## src/rtl/i2c_slave_fsm.sv

```systemverilog
// rtl/i2c_slave_fsm.sv - I2C target FSM: address match, register-pointer writes, auto-increment reads
module i2c_slave_fsm #(
  parameter int ADDR_SZ = 7,
  parameter int DATA_SZ = 8,
  parameter int REG_SZ  = 8,
  parameter logic [ADDR_SZ-1:0] SLV_ADDR = 7'h68
) (
  input  logic               CLK,
  input  logic               RST_n,
  input  logic               I_SCL,
  input  logic               I_SDA,
  input  logic [DATA_SZ-1:0] I_RD_DATA,
  output logic               O_SDA,
  output logic [REG_SZ-1:0]  O_REG_ADDR,
  output logic               O_WR_EN,
  output logic [DATA_SZ-1:0] O_WR_DATA,
  output logic               O_RD_EN,
  output logic               O_BUSY
);
  localparam int CW = $clog2(DATA_SZ) + 1;
  localparam logic [CW-1:0] BIT_TOP = CW'(DATA_SZ - 1);
  localparam logic [CW-1:0] BYTE_DONE = '1;

  typedef enum logic [3:0] {
    IDLE, ADDR, IGNORE, ACK_ADDR, REG_PTR, ACK_PTR,
    WR_DATA, ACK_WR, RD_DATA, MSTR_ACK, RD_LOAD
  } state_t;

  state_t             state, state_n;
  logic [CW-1:0]      cnt, cnt_n;
  logic [DATA_SZ-1:0] shreg, shreg_n, wr_data_n;
  logic [REG_SZ-1:0]  addr_n;
  logic               sda_n, wr_en_n, busy_n, mack, mack_n;
  logic               scl_s1, scl_s2, scl_prev, sda_s1, sda_s2, sda_prev;
  logic               scl_rise, scl_fall, start, stop;

  // Synchronizers idle at 1 so release from reset never looks like a bus condition
  always_ff @(posedge CLK or negedge RST_n) begin
    if (!RST_n) begin
      {scl_s1, scl_s2, scl_prev} <= 3'b111;
      {sda_s1, sda_s2, sda_prev} <= 3'b111;
    end else begin
      {scl_s1, scl_s2, scl_prev} <= {I_SCL, scl_s1, scl_s2};
      {sda_s1, sda_s2, sda_prev} <= {I_SDA, sda_s1, sda_s2};
    end
  end

  assign scl_rise = scl_s2 & ~scl_prev;
  assign scl_fall = ~scl_s2 & scl_prev;
  assign start    = scl_s2 & scl_prev & sda_prev & ~sda_s2;
  assign stop     = scl_s2 & scl_prev & ~sda_prev & sda_s2;

  always_ff @(posedge CLK or negedge RST_n) begin
    if (!RST_n) begin
      state      <= IDLE;
      cnt        <= BIT_TOP;
      shreg      <= '0;
      O_SDA      <= 1'b1;
      O_REG_ADDR <= '0;
      O_WR_EN    <= 1'b0;
      O_WR_DATA  <= '0;
      O_BUSY     <= 1'b0;
      mack       <= 1'b0;
    end else begin
      state      <= state_n;
      cnt        <= cnt_n;
      shreg      <= shreg_n;
      O_SDA      <= sda_n;
      O_REG_ADDR <= addr_n;
      O_WR_EN    <= wr_en_n;
      O_WR_DATA  <= wr_data_n;
      O_BUSY     <= busy_n;
      mack       <= mack_n;
    end
  end

  always_comb begin
    state_n   = state;
    cnt_n     = cnt;
    shreg_n   = shreg;
    sda_n     = O_SDA;
    addr_n    = O_REG_ADDR;
    wr_en_n   = 1'b0;
    wr_data_n = O_WR_DATA;
    busy_n    = O_BUSY;
    mack_n    = mack;
    O_RD_EN   = 1'b0;
    if (start) begin
      state_n = ADDR;
      cnt_n   = BIT_TOP;
      sda_n   = 1'b1;
      mack_n  = 1'b0;
    end else if (stop) begin
      state_n = IDLE;
      sda_n   = 1'b1;
      busy_n  = 1'b0;
    end else begin
      case (state)
        IDLE: ;
        ADDR, REG_PTR, WR_DATA: begin
          if (scl_rise) begin
            shreg_n = {shreg[DATA_SZ-2:0], sda_s2};
            cnt_n   = cnt - 1'b1;
          end else if (scl_fall && cnt == BYTE_DONE) begin
            sda_n = 1'b0;
            if (state == ADDR) begin
              if (shreg[ADDR_SZ:1] == SLV_ADDR) begin
                busy_n  = 1'b1;
                state_n = ACK_ADDR;
              end else begin
                sda_n   = 1'b1;
                busy_n  = 1'b0;
                state_n = IGNORE;
              end
            end else if (state == REG_PTR) begin
              addr_n  = shreg[REG_SZ-1:0];
              state_n = ACK_PTR;
            end else begin
              wr_data_n = shreg;
              wr_en_n   = 1'b1;
              state_n   = ACK_WR;
            end
          end
        end
        IGNORE: sda_n = 1'b1;
        ACK_ADDR: begin
          // shreg still holds the address byte, so bit 0 is R/W
          if (scl_fall) begin
            cnt_n = BIT_TOP;
            if (shreg[0]) begin
              O_RD_EN = 1'b1;
              shreg_n = I_RD_DATA;
              sda_n   = I_RD_DATA[DATA_SZ-1];
              state_n = RD_DATA;
            end else begin
              sda_n   = 1'b1;
              state_n = REG_PTR;
            end
          end
        end
        ACK_PTR, ACK_WR: begin
          if (scl_fall) begin
            sda_n   = 1'b1;
            cnt_n   = BIT_TOP;
            state_n = WR_DATA;
            if (state == ACK_WR) addr_n = O_REG_ADDR + 1'b1;
          end
        end
        RD_DATA: begin
          if (scl_fall) begin
            if (cnt == '0) begin
              sda_n   = 1'b1;
              mack_n  = 1'b0;
              state_n = MSTR_ACK;
            end else begin
              shreg_n = {shreg[DATA_SZ-2:0], 1'b0};
              sda_n   = shreg[DATA_SZ-2];
              cnt_n   = cnt - 1'b1;
            end
          end
        end
        MSTR_ACK: begin
          if (scl_rise) begin
            if (sda_s2) begin
              addr_n  = O_REG_ADDR + 1'b1;
              state_n = IGNORE;
            end else begin
              mack_n = 1'b1;
            end
          end else if (scl_fall && mack) begin
            addr_n  = O_REG_ADDR + 1'b1;
            state_n = RD_LOAD;
          end
        end
        RD_LOAD: begin
          // Strobe a cycle after the pointer moves so the read uses the new address
          O_RD_EN = 1'b1;
          shreg_n = I_RD_DATA;
          sda_n   = I_RD_DATA[DATA_SZ-1];
          cnt_n   = BIT_TOP;
          state_n = RD_DATA;
        end
        default: state_n = IDLE;
      endcase
    end
  end
endmodule
```

## config.mk

```make
export PLATFORM = sky130hd
export DESIGN_NAME = i2c_slave_fsm
export DESIGN_NICKNAME = d
export VERILOG_FILES = /design/src/rtl/i2c_slave_fsm.sv
export SDC_FILE = /design/constraint.sdc
export NUM_CORES = 1
export LEC_CHECK = 0
export CORE_MARGIN = 1
export CORE_UTILIZATION = 50
export DETAILED_ROUTE_END_ITERATION = 6
export PLACE_DENSITY = 0.83
export SLEW_MARGIN = 5
export SYNTH_ARGS = -nofsm -noshare
export SYNTH_HDL_FRONTEND = slang
export SYNTH_SLANG_ARGS = --single-unit
export TNS_END_PERCENT = 30
```

## constraint.sdc

```tcl
create_clock -name CLK -period 2.62 [get_ports CLK]
set_input_delay 0.262 -clock CLK [delete_from_list [all_inputs] [get_ports CLK]]
set_output_delay 0.262 -clock CLK [all_outputs]
set_load 0.02 [all_outputs]
```

Yosys cells after proc, flatten, opt, wreduce, memory -nomap -nowiden
Cells that the tools add are included.

operators by class
  bitwise operators = 16
  reductions and logical operators = 25
  eq/ne operators = 43
  add/sub/neg operators = 2
  muxes and demuxes = 76

operator list
  operator                                       count
  2-to-1 mux 8 bit                               14
  2-to-1 mux 4 bit                               19
  2-to-1 mux 1 bit                               35
  case mux 8 bit (4 select lines)                1
  case mux 4 bit (7 select lines)                1
  inequality test 2 bit, second input constant   12
  inequality test 3 bit, second input constant   8
  inequality test 4 bit, second input constant   6
  case mux 8 bit (3 select lines)                1
  AND reduction 6 bit                            3
  == test 4 x 3 -> 1 bit, second input constant  4
  == test 4 bit, second input constant           4
  case mux 4 bit (4 select lines)                1
  AND reduction 7 bit                            2
  AND reduction 11 bit                           1
  inequality test 5 bit, second input constant   2
  NOT 1 bit                                      9
  AND reduction 9 bit                            1
  adder 8 x 1 -> 8 bit, second input constant    1
  == test 4 x 2 -> 1 bit, second input constant  2
  zero test 4 bit                                2
  AND reduction 8 bit                            1
  nonzero test 8 bit                             1
  AND 1 bit                                      7
  other kinds (16)                               24

word-level totals
  word-level logic and storage cells = 178
  bits in registers = 42

Logic depth before layout (Yosys ltp)
Gate-level depths: netlist of run 1.

  depth in word-level cells = 8
  depth in mapped cells = 9

Least setup slack after synthesis of run 1
No wires, ideal clock.

  path type = register to register
  start = register scl_s2
  end = register O_REG_ADDR[1]
  clock period less this slack = 2.084 ns
  data required time = 2.495 ns
  setup time = 0.125 ns
  setup slack = 0.536 ns
  cell stages (with the launch flop) = 8
  data arrival time = 1.959 ns
  cells stage by stage = dfstp_2 > buf_2 > or3b_2 > a21oi_2 > nor4_4 > and2_0 > buf_4 > mux2_4

between the ends
  cells in the longest elaborated chain, start to end = 5

ends and longest elaborated chain
  element                                                               RTL line    source
  start, declared                                                       34          logic scl_s1, scl_s2, scl_prev, sda_s1, sda_s2, sda_prev;
  start signal, assigned                                                43          {scl_s1, scl_s2, scl_prev} <= {I_SCL, scl_s1, scl_s2};
  NOT 1 bit / AND 1 bit (equally long branches)                         49, 50, 51
  AND 1 bit, on equally long branches                                   49, 50, 51
  logical AND 1 bit, or another cell as far along                       170         end else if (scl_fall && mack) begin
  inequality test 3 bit (no source line), or another cell as far along  n/a
  AND reduction 11 bit (no source line)                                 n/a
  end signal, assigned                                                  69          O_REG_ADDR <= addr_n;
  end, declared                                                         14          output logic [REG_SZ-1:0] O_REG_ADDR,

Parallel ways exist; a longest one is shown, timed or not.
A chain may end at the register's enable or synchronous reset.

Worst setup path after layout of run 1
  start = register state[3]
  end = register O_REG_ADDR[1]

between the ends
  cells in the longest elaborated chain, start to end = 4

ends and longest elaborated chain
  element                                                                              RTL line  source
  start, declared                                                                      29        state_t state, state_n;
  start signal, assigned                                                               65        state <= state_n;
  == test 4 x 1 -> 1 bit, or another cell as far along                                 98, 106
  OR reduction 3 bit / OR reduction 2 bit (equally long branches)                      98        case (state)
  inequality test 2 bit (no source line) / nonzero test 3 bit (equally long branches)  n/a
  AND reduction 11 bit (no source line)                                                n/a

Parallel ways exist; a longest one is shown, timed or not.

==> results of run 1 <==
## metrics by stage
stage	setup slack (ps)	power [uW]	hold slack (ps)	util	instances
floorplan	536	1690	-33.6	-	286
global route	49.1	2690	182	0.623	392
finish	111	2530	96.1	0.623	392
CTS	59.7	2520	126	0.622	392
global placement	278	2020	347	0.603	384
detailed placement	201	2060	348	0.603	384
## final cells by class
| class | instances | area [um^2] |
|---|---|---|
| timing repair buffer | 50 | 450 |
| multi-input combinational | 213 | 1470 |
| sequential | 42 | 1060 |
| inverter | 9 | 33.8 |
| fill | 438 | 1940 |
| clock buffer | 7 | 86.3 |
| clock inverter | 1 | 8.76 |
| tap | 70 | 87.6 |
## where the power goes
group	switching, uW	internal, uW
Combinational	520	487
Sequential	242	826
Clock	232	218
## state kept, by name, summed over array words and instances, names as in the netlist
signal	flops
O_WR_DATA	8
cnt	4
sda_prev	1
mack	1
scl_prev	1
sda_s2	1
O_WR_EN	1
scl_s1	1
O_REG_ADDR	8
O_BUSY	1
scl_s2	1
state	4
shreg	8
O_SDA	1
sda_s1	1
## kinds of logic (layout without fill, tap and decap cells)
logic type | count (synthesis) | count (layout) | share of synthesized area
simple gates | 102 | 102 | 0.239
flops | 42 | 42 | 0.396
mux | 13 | 13 | 0.0546
compound gates | 93 | 93 | 0.231
buf+inv | 31 | 67 | 0.0564
fa+ha+maj | 5 | 5 | 0.0224
## worst min path at each step
stage	startpoint	end
after floorplan	RST_n	O_BUSY
after global placement	scl_s1	scl_s2
after detailed placement	scl_s1	scl_s2
after CTS	RST_n	O_REG_ADDR[4]
after global routing	RST_n	O_REG_ADDR[4]
final	RST_n	O_REG_ADDR[4]
## layer usage
layer  up-vias  part of all wire  track usage
li1       1139                 -            -
met1      1190              0.45        0.355
met2        96              0.47        0.388
met3        13             0.062       0.0388
met4         0             0.015       0.0844
met5         -                 0            0
## cell usage in the layout, fill, tap and decap left out, types with 5 or more instances in the layout
cell type and count:
dfrtp_1 32, clkdlybuf4s50_1 29, a21oi_1 26, buf_4 19, nand2_1 18, nor2_1 18
o21ai_0 16, a31oi_1 14, dfstp_2 10, inv_1 9, mux2_2 9, nand2b_1 7
a22oi_1 6, nand4_1 6, clkbuf_8 6, nor3_1 5, nor3b_1 5, nand3_1 5
==> metrics.cfg, run 1 <==
[logic_synthesis]
synthesis.area_um2=2680
avgSynthCellArea_um2=9.38
yosysMostFrequentCell=dfrtp_1
synth_cell_types=66
yosys_register_bits=42
yosysWarningCount=0
synth.yosys.seq_area_share=0.396
synth_top_cell_area_share=0.299
ys_async_sr_fraction=1.00
synth_nets=302
synth_edf_count=0
synthTopCellsByCount=32 x dfrtp_1, 26 x a21oi_1, 18 x nand2_1, 18 x nor2_1, 16 x o21ai_0
ys.flop_type=dfrtp_1
synth_area_leader_cell=dfrtp_1
syn-instance-count=286
synth_area_leaders=dfrtp_1 30%, dfstp_2 9.8%, a21oi_1 4.9%, mux2_2 3.8%, a31oi_1 3.3%

[timing]
rsz0062_at_grt=no
period_share=0.958
slew_viol_final=0
setup_viol=0
max_freq_ghz=0.399
worst_slew_pin_slew_ps=934
period_minus_slack_ps=2510
hold_viol=0
tns_ps=0
relSlewSlack=0.377
finClkSkew_ps=8.03

[setup_path]
max_stage_delay_ps=550
path_buf_inv=1
cp-start-kind=register
ff2ff_path_depth=6
cp.required_ps=2810
critical_path_depth=6
worstReg2RegStart=state[3]
critPathArrivalTime_ps=2700
reg2reg_setup_slack_ps=110
path_cells=buf_4 > nor3b_1 > and4_1 > nor4_4 > and2_0 > mux2_4
critical_path_class=register to register
crit_fanout=13
rr_endpoint=O_REG_ADDR[1]
cpLargestDelayFamily=simple AND/OR/NAND/NOR gates
critPathCapture=O_REG_ADDR[1]
cp-end-kind=register
crit_start=state[3]
cp_slowest_cell=dfrtp_1

[route]
drt_iter0_markers=206
drcViolationCount=0
drtPass1Iterations=5
dr_total_vias=2438
routed_wl_um=6580
vias_per_cell=6.22
wire_per_inst_um=16.8
ant_nets=0

[global_route]
track_usage=0.249
grt_pass1_wl_um=10500
gr-total-overflow=0
grt_max_degree=43
antenna_found_initial=0
grt_pass1_vias=2210

[floorplan]
die_w_um=75.2
ioPinCount=32
coreArea_um2=5140
dieArea_um2=5660
start_util=0.522
rows=26
die_h_um=75.2

[clocking]
cts.hold.buffers_added=0
htree_num_levels=2
post-cts-setup-buffer-count=0
cts_made_buffers=5
cts_max_path_buffers=2
worstSkewPairLatency_ps=300
cts_tree=built
clkTransAtPathRegs_ps=80
clock_sinks=42
root_buffer=clkbuf_8
cts_resized=0

[status]
status=finished, final reports clean

[finish]
syn2layout_area_growth_pct=19.4
finalInstanceArea_um2=3200
drive_gt1_frac=0.199
diodes=0
final_nets=337

[pwr]
powerDensity_nw_per_um2=788
p_leak_uw=0.00134
ir_drop_mv=0.371

[worst_hold_path]
hold_class=input port to async pin

[run]
cap_violations=0

[placement]
gp_congestion=0.987
hpwl_um=4610
portBuffers=31
dpl_cell_area_um2=3100

Note: power is estimated with default switching activity, not from simulation.
==> run 2, diff against run 1 <==
CORE_ASPECT_RATIO = 0.9   (was not set)
==> run 2 against run 1 <==
Sequential share of layout area rose by 0.23 points. Via count is 0.41% higher. Die area barely moved. Hold slack hardly changed. Clock power decreased by 7.8%. Combinational power hardly changed.
==> metrics.cfg, run 2 (same netlist as run 1, synthesis figures left out) <==
[status]
status=finished, final reports clean

[clocking]
htree_num_levels=2
cts_max_path_buffers=2
cts.hold.buffers_added=0
cts_made_buffers=5
worstSkewPairLatency_ps=300
root_buffer=clkbuf_8
cts_tree=built
clkTransAtPathRegs_ps=80
post-cts-setup-buffer-count=0
clock_sinks=42

[finish]
diodes=0
fin_cells=387
final_nets=337
fillCellCount=402
multi_input_area_um2=1470
reg_top3=O_REG_ADDR: 8 flops, O_WR_DATA: 8 flops, shreg: 8 flops
finalCoreUtilization=0.636
finalInstanceArea_um2=3190
ff_latch_area_um2=1070
syn2layout_area_growth_pct=18.9
drive_gt1_frac=0.205
layout_common_cells=30 x dfrtp_1, 30 x clkdlybuf4s50_1, 26 x a21oi_1

[timing]
holdWs_ps=96.4
worst_slew_pin_slew_ps=912
setup_viol=0
period_share=0.964
finClkSkew_ps=7.03
period_minus_slack_ps=2530
tns_ps=0
max_freq_ghz=0.396
relSlewSlack=0.392
slew_viol_final=0
rsz0062_at_grt=no
hold_viol=0

[pwr]
powerDensity_nw_per_um2=774
power.net_switching_uw=984
p_leak_uw=0.00132
swShare=0.399
pwr-share-clk=0.168
ir_drop_mv=0.469
p_int_uw=1490
seq_power_share=0.437
p_comb_frac=0.395

[route]
ant_nets=0
drcViolationCount=0
vias_per_cell=6.33
drtPass1Iterations=5
dr_total_vias=2448
wire_per_inst_um=17.4
routed_wl_um=6730
drt_iter0_markers=203

[placement]
portBuffers=31
hpwl_um=4780
place_inst=379
dpl_cell_area_um2=3090
gp_congestion=0.949

[global_route]
grt_pass1_vias=2233
track_usage=0.254
grt_max_degree=43
gr-total-overflow=0
grt_pass1_wl_um=11100
antenna_found_initial=0

[setup_path]
crit_fanout=11
cp-end-kind=output port
critPathArrivalTime_ps=2260
cp.required_ps=2360
cp-start-kind=register
critical_path_class=register to output port

[floorplan]
ioPinCount=32
dieArea_um2=5660
coreArea_um2=5010
die_h_um=71.5
rows=24
start_util=0.535
die_w_um=79.2

[worst_hold_path]
hold_class=input port to async pin

[run]
cap_violations=0

run 2: repair_timing:
| item | CTS | global route |
|---|---|---|
| gates resized for setup | 3 | 1 |
| pin swaps | 0 | 0 |
| setup endpoints to repair | 1 | 1 |
run 2: worst paths after layout:
path                               start      endpoint  slack [ps]  cells after the start
worst max-delay path            scl_prev       O_RD_EN          90                      4
worst min-delay path               RST_n          mack         100                      1
worst max register to register    cnt[0]  O_WR_DATA[2]         350                      5
worst min register to register    sda_s1        sda_s2         360                      0
max in group asynchronous          RST_n      state[3]        1910                      1
min in group CLK                  sda_s1        sda_s2         360                      0
run 2: layout make-up:
type / count / share of cell area
Multi-Input combinational cell: 213 / 0.462
Tap cell: 65 / 0.0255
Inverter: 9 / 0.0106
Clock buffer: 6 / 0.0228
Sequential cell: 42 / 0.334
Timing Repair Buffer: 50 / 0.140
Clock inverter: 2 / 0.00432
run 2: per-stage QoR:
stage / worst slack [ps] / total power, uW
2_1_floorplan: 536 / 1690
3_3_place_gp: 399 / 2010
3_5_place_dp: 261 / 2040
4_1_cts: 3.30 / 2460
5_1_grt: 1.80 / 2630
6_report: 93.6 / 2470
run 2: worst max-delay path: stages (launching register included):
cell	delay (ps)
dfstp_2	620
and2b_2	300
a31oi_1	140
nor3_2	260
clkdlybuf4s50_1	650
run 2: routing by layer:
metal	track usage	routed length [um]
met4	0.0747	85
met1	0.371	3030
met5	0	0
met3	0.0484	561
met2	0.385	3060
run 2: power by group through the flow:
stage	Combinational [uW]	Sequential (uW)	Clock, uW
2_1_floorplan	657	1030	0
3_3_place_gp	941	1070	0
3_5_place_dp	961	1080	0
4_1_cts	969	1070	423
5_1_grt	1070	1100	451
6_report	976	1080	415
==> run 3, diff against run 2 <==
==> constraint.sdc (replaced) <==
create_clock -name CLK -period 2.62 [get_ports CLK]
set_input_delay 0.393 -clock CLK [delete_from_list [all_inputs] [get_ports CLK]]
set_output_delay 0.393 -clock CLK [all_outputs]
set_load 0.02 [all_outputs]
==> run 3 against run 2 <==
Combinational power is essentially flat. Sequential power barely moved. Non-clock buffer count unchanged. Wire length is essentially flat. Clock skew rose by 1.8 ps. Cell count did not move. Sequential share of layout area decreased by 0.091 points. Largest cell class unchanged. Highest routed layer unchanged.
==> metrics.cfg, run 3 (same netlist as run 1, synthesis figures left out) <==
[status]
status=finished, final reports clean

[clocking]
cts_made_buffers=5
cts_tree=built
cts.hold.buffers_added=0
worstSkewPairLatency_ps=310
clock_sinks=42
root_buffer=clkbuf_8
htree_num_levels=2
cts_max_path_buffers=2
clkTransAtPathRegs_ps=90

[route]
wl_met2_um=3060
top_layer_used=met4
ant_nets=0
m1WireLength_um=3140
drt_iter0_markers=226
drcViolationCount=0
dr_wl_met3_um=448
drtPass1Iterations=4
vias_per_cell=6.12
routed_wl_um=6730
dr_total_vias=2369
wire_per_inst_um=17.4

[pwr]
seq_power_share=0.422
powerDensity_nw_per_um2=785
p_int_uw=1490
swShare=0.403
ir_drop_mv=0.378
p_leak_uw=0.00134
p_comb_frac=0.399
power_uw=2510
power.net_switching_uw=1010
pwr-share-clk=0.179

[timing]
tns_ps=0
worst_slew_pin_slew_ps=931
worst_slack_ps=340
period_minus_slack_ps=2280
finClkSkew_ps=8.87
setup_viol=0
relSlewSlack=0.379
max_freq_ghz=0.439
slew_viol_final=0
rsz0062_at_grt=no
period_share=0.870
hold_viol=0

[placement]
place_inst=379
portBuffers=31
dpl_cell_area_um2=3090
pre_cts_ws_ps=339
gp_congestion=0.908
hpwl_um=4910

[floorplan]
start_util=0.535
die_w_um=79.2
dieArea_um2=5660
die_h_um=71.5
coreArea_um2=5010
rows=24
ioPinCount=32

[finish]
fin_cells=387
final_common_cell=dfrtp_1
final_nets=337
layout_common_cells=32 x dfrtp_1, 29 x clkdlybuf4s50_1, 26 x a21oi_1
diodes=0
finalInstanceArea_um2=3190
reg_top3=O_REG_ADDR: 8 flops, O_WR_DATA: 8 flops, shreg: 8 flops
syn2layout_area_growth_pct=18.9
fillCellCount=417
drive_gt1_frac=0.196

[setup_path]
worstReg2RegStart=cnt[0]
cp.required_ps=2820
cp-start-kind=register
crit_fanout=10
reg2reg_setup_slack_ps=340
cp-end-kind=register
ff2ff_path_depth=5
rr_endpoint=O_WR_DATA[6]
critPathArrivalTime_ps=2480
critical_path_class=register to register

[global_route]
antenna_found_initial=0
grt_pass1_vias=2153
grt_max_degree=43
grt_pass1_wl_um=10900
track_usage=0.253
gr-total-overflow=0

[run]
cap_violations=0

[worst_hold_path]
hold_class=input port to async pin

[run 3: final cells by class]
cell class,count,area (um^2),area share
multi-input combinational,213,1470,0.460
sequential,42,1060,0.333
timing repair buffer,50,450,0.141
tap,65,81.3,0.0255
clock buffer,5,68.8,0.0216
inverter,9,33.8,0.0106
clock inverter,3,25.0,0.00784
[run 3: stage by stage]
step	hold slack (ps)	util
2_1_floorplan	97.4	-
5_1_grt	306	0.636
3_3_place_gp	356	0.617
6_report	219	0.636
4_1_cts	253	0.636
3_5_place_dp	351	0.617
[run 3: worst max-delay path by stage]
stage / from / to / slack, ps / depth (start not counted)
floorplan: scl_s2 / O_REG_ADDR[1] / 540 / 7
global placement: cnt[0] / O_WR_DATA[5] / 420 / 5
detailed placement: cnt[0] / O_WR_DATA[7] / 340 / 5
CTS: state[0] / O_RD_EN / 70 / 5
global route: state[2] / O_REG_ADDR[7] / 220 / 7
finish: cnt[0] / O_WR_DATA[6] / 340 / 5
[run 3: power groups by stage]
stage / sequential [uW] / combinational (uW) / clock [uW]
finish: 1060 / 1000 / 449
global route: 1080 / 1100 / 478
CTS: 1050 / 999 / 449
detailed placement: 1060 / 995 / 0
global placement: 1050 / 970 / 0
floorplan: 1030 / 657 / 0
[run 3: routing by layer]
metal,GRT usage,vias to the layer above
li1,-,1142
met1,0.383,1146
met2,0.368,73
met3,0.0484,8
met4,0.0747,0
met5,0,-
[run 3: what timing repair did]
| action | CTS | global route |
|---|---|---|
| buffers inserted | 0 | 0 |
| resized for setup | 0 | 1 |
| setup endpoints to repair | 0 | 1 |
[run 3: critical path, cell delays in order, from the launching register on]
cell and delay, ps:
dfstp_2 570, ha_1 170, and3_1 290, nand2_1 80, or4_1 700, mux2_2 350
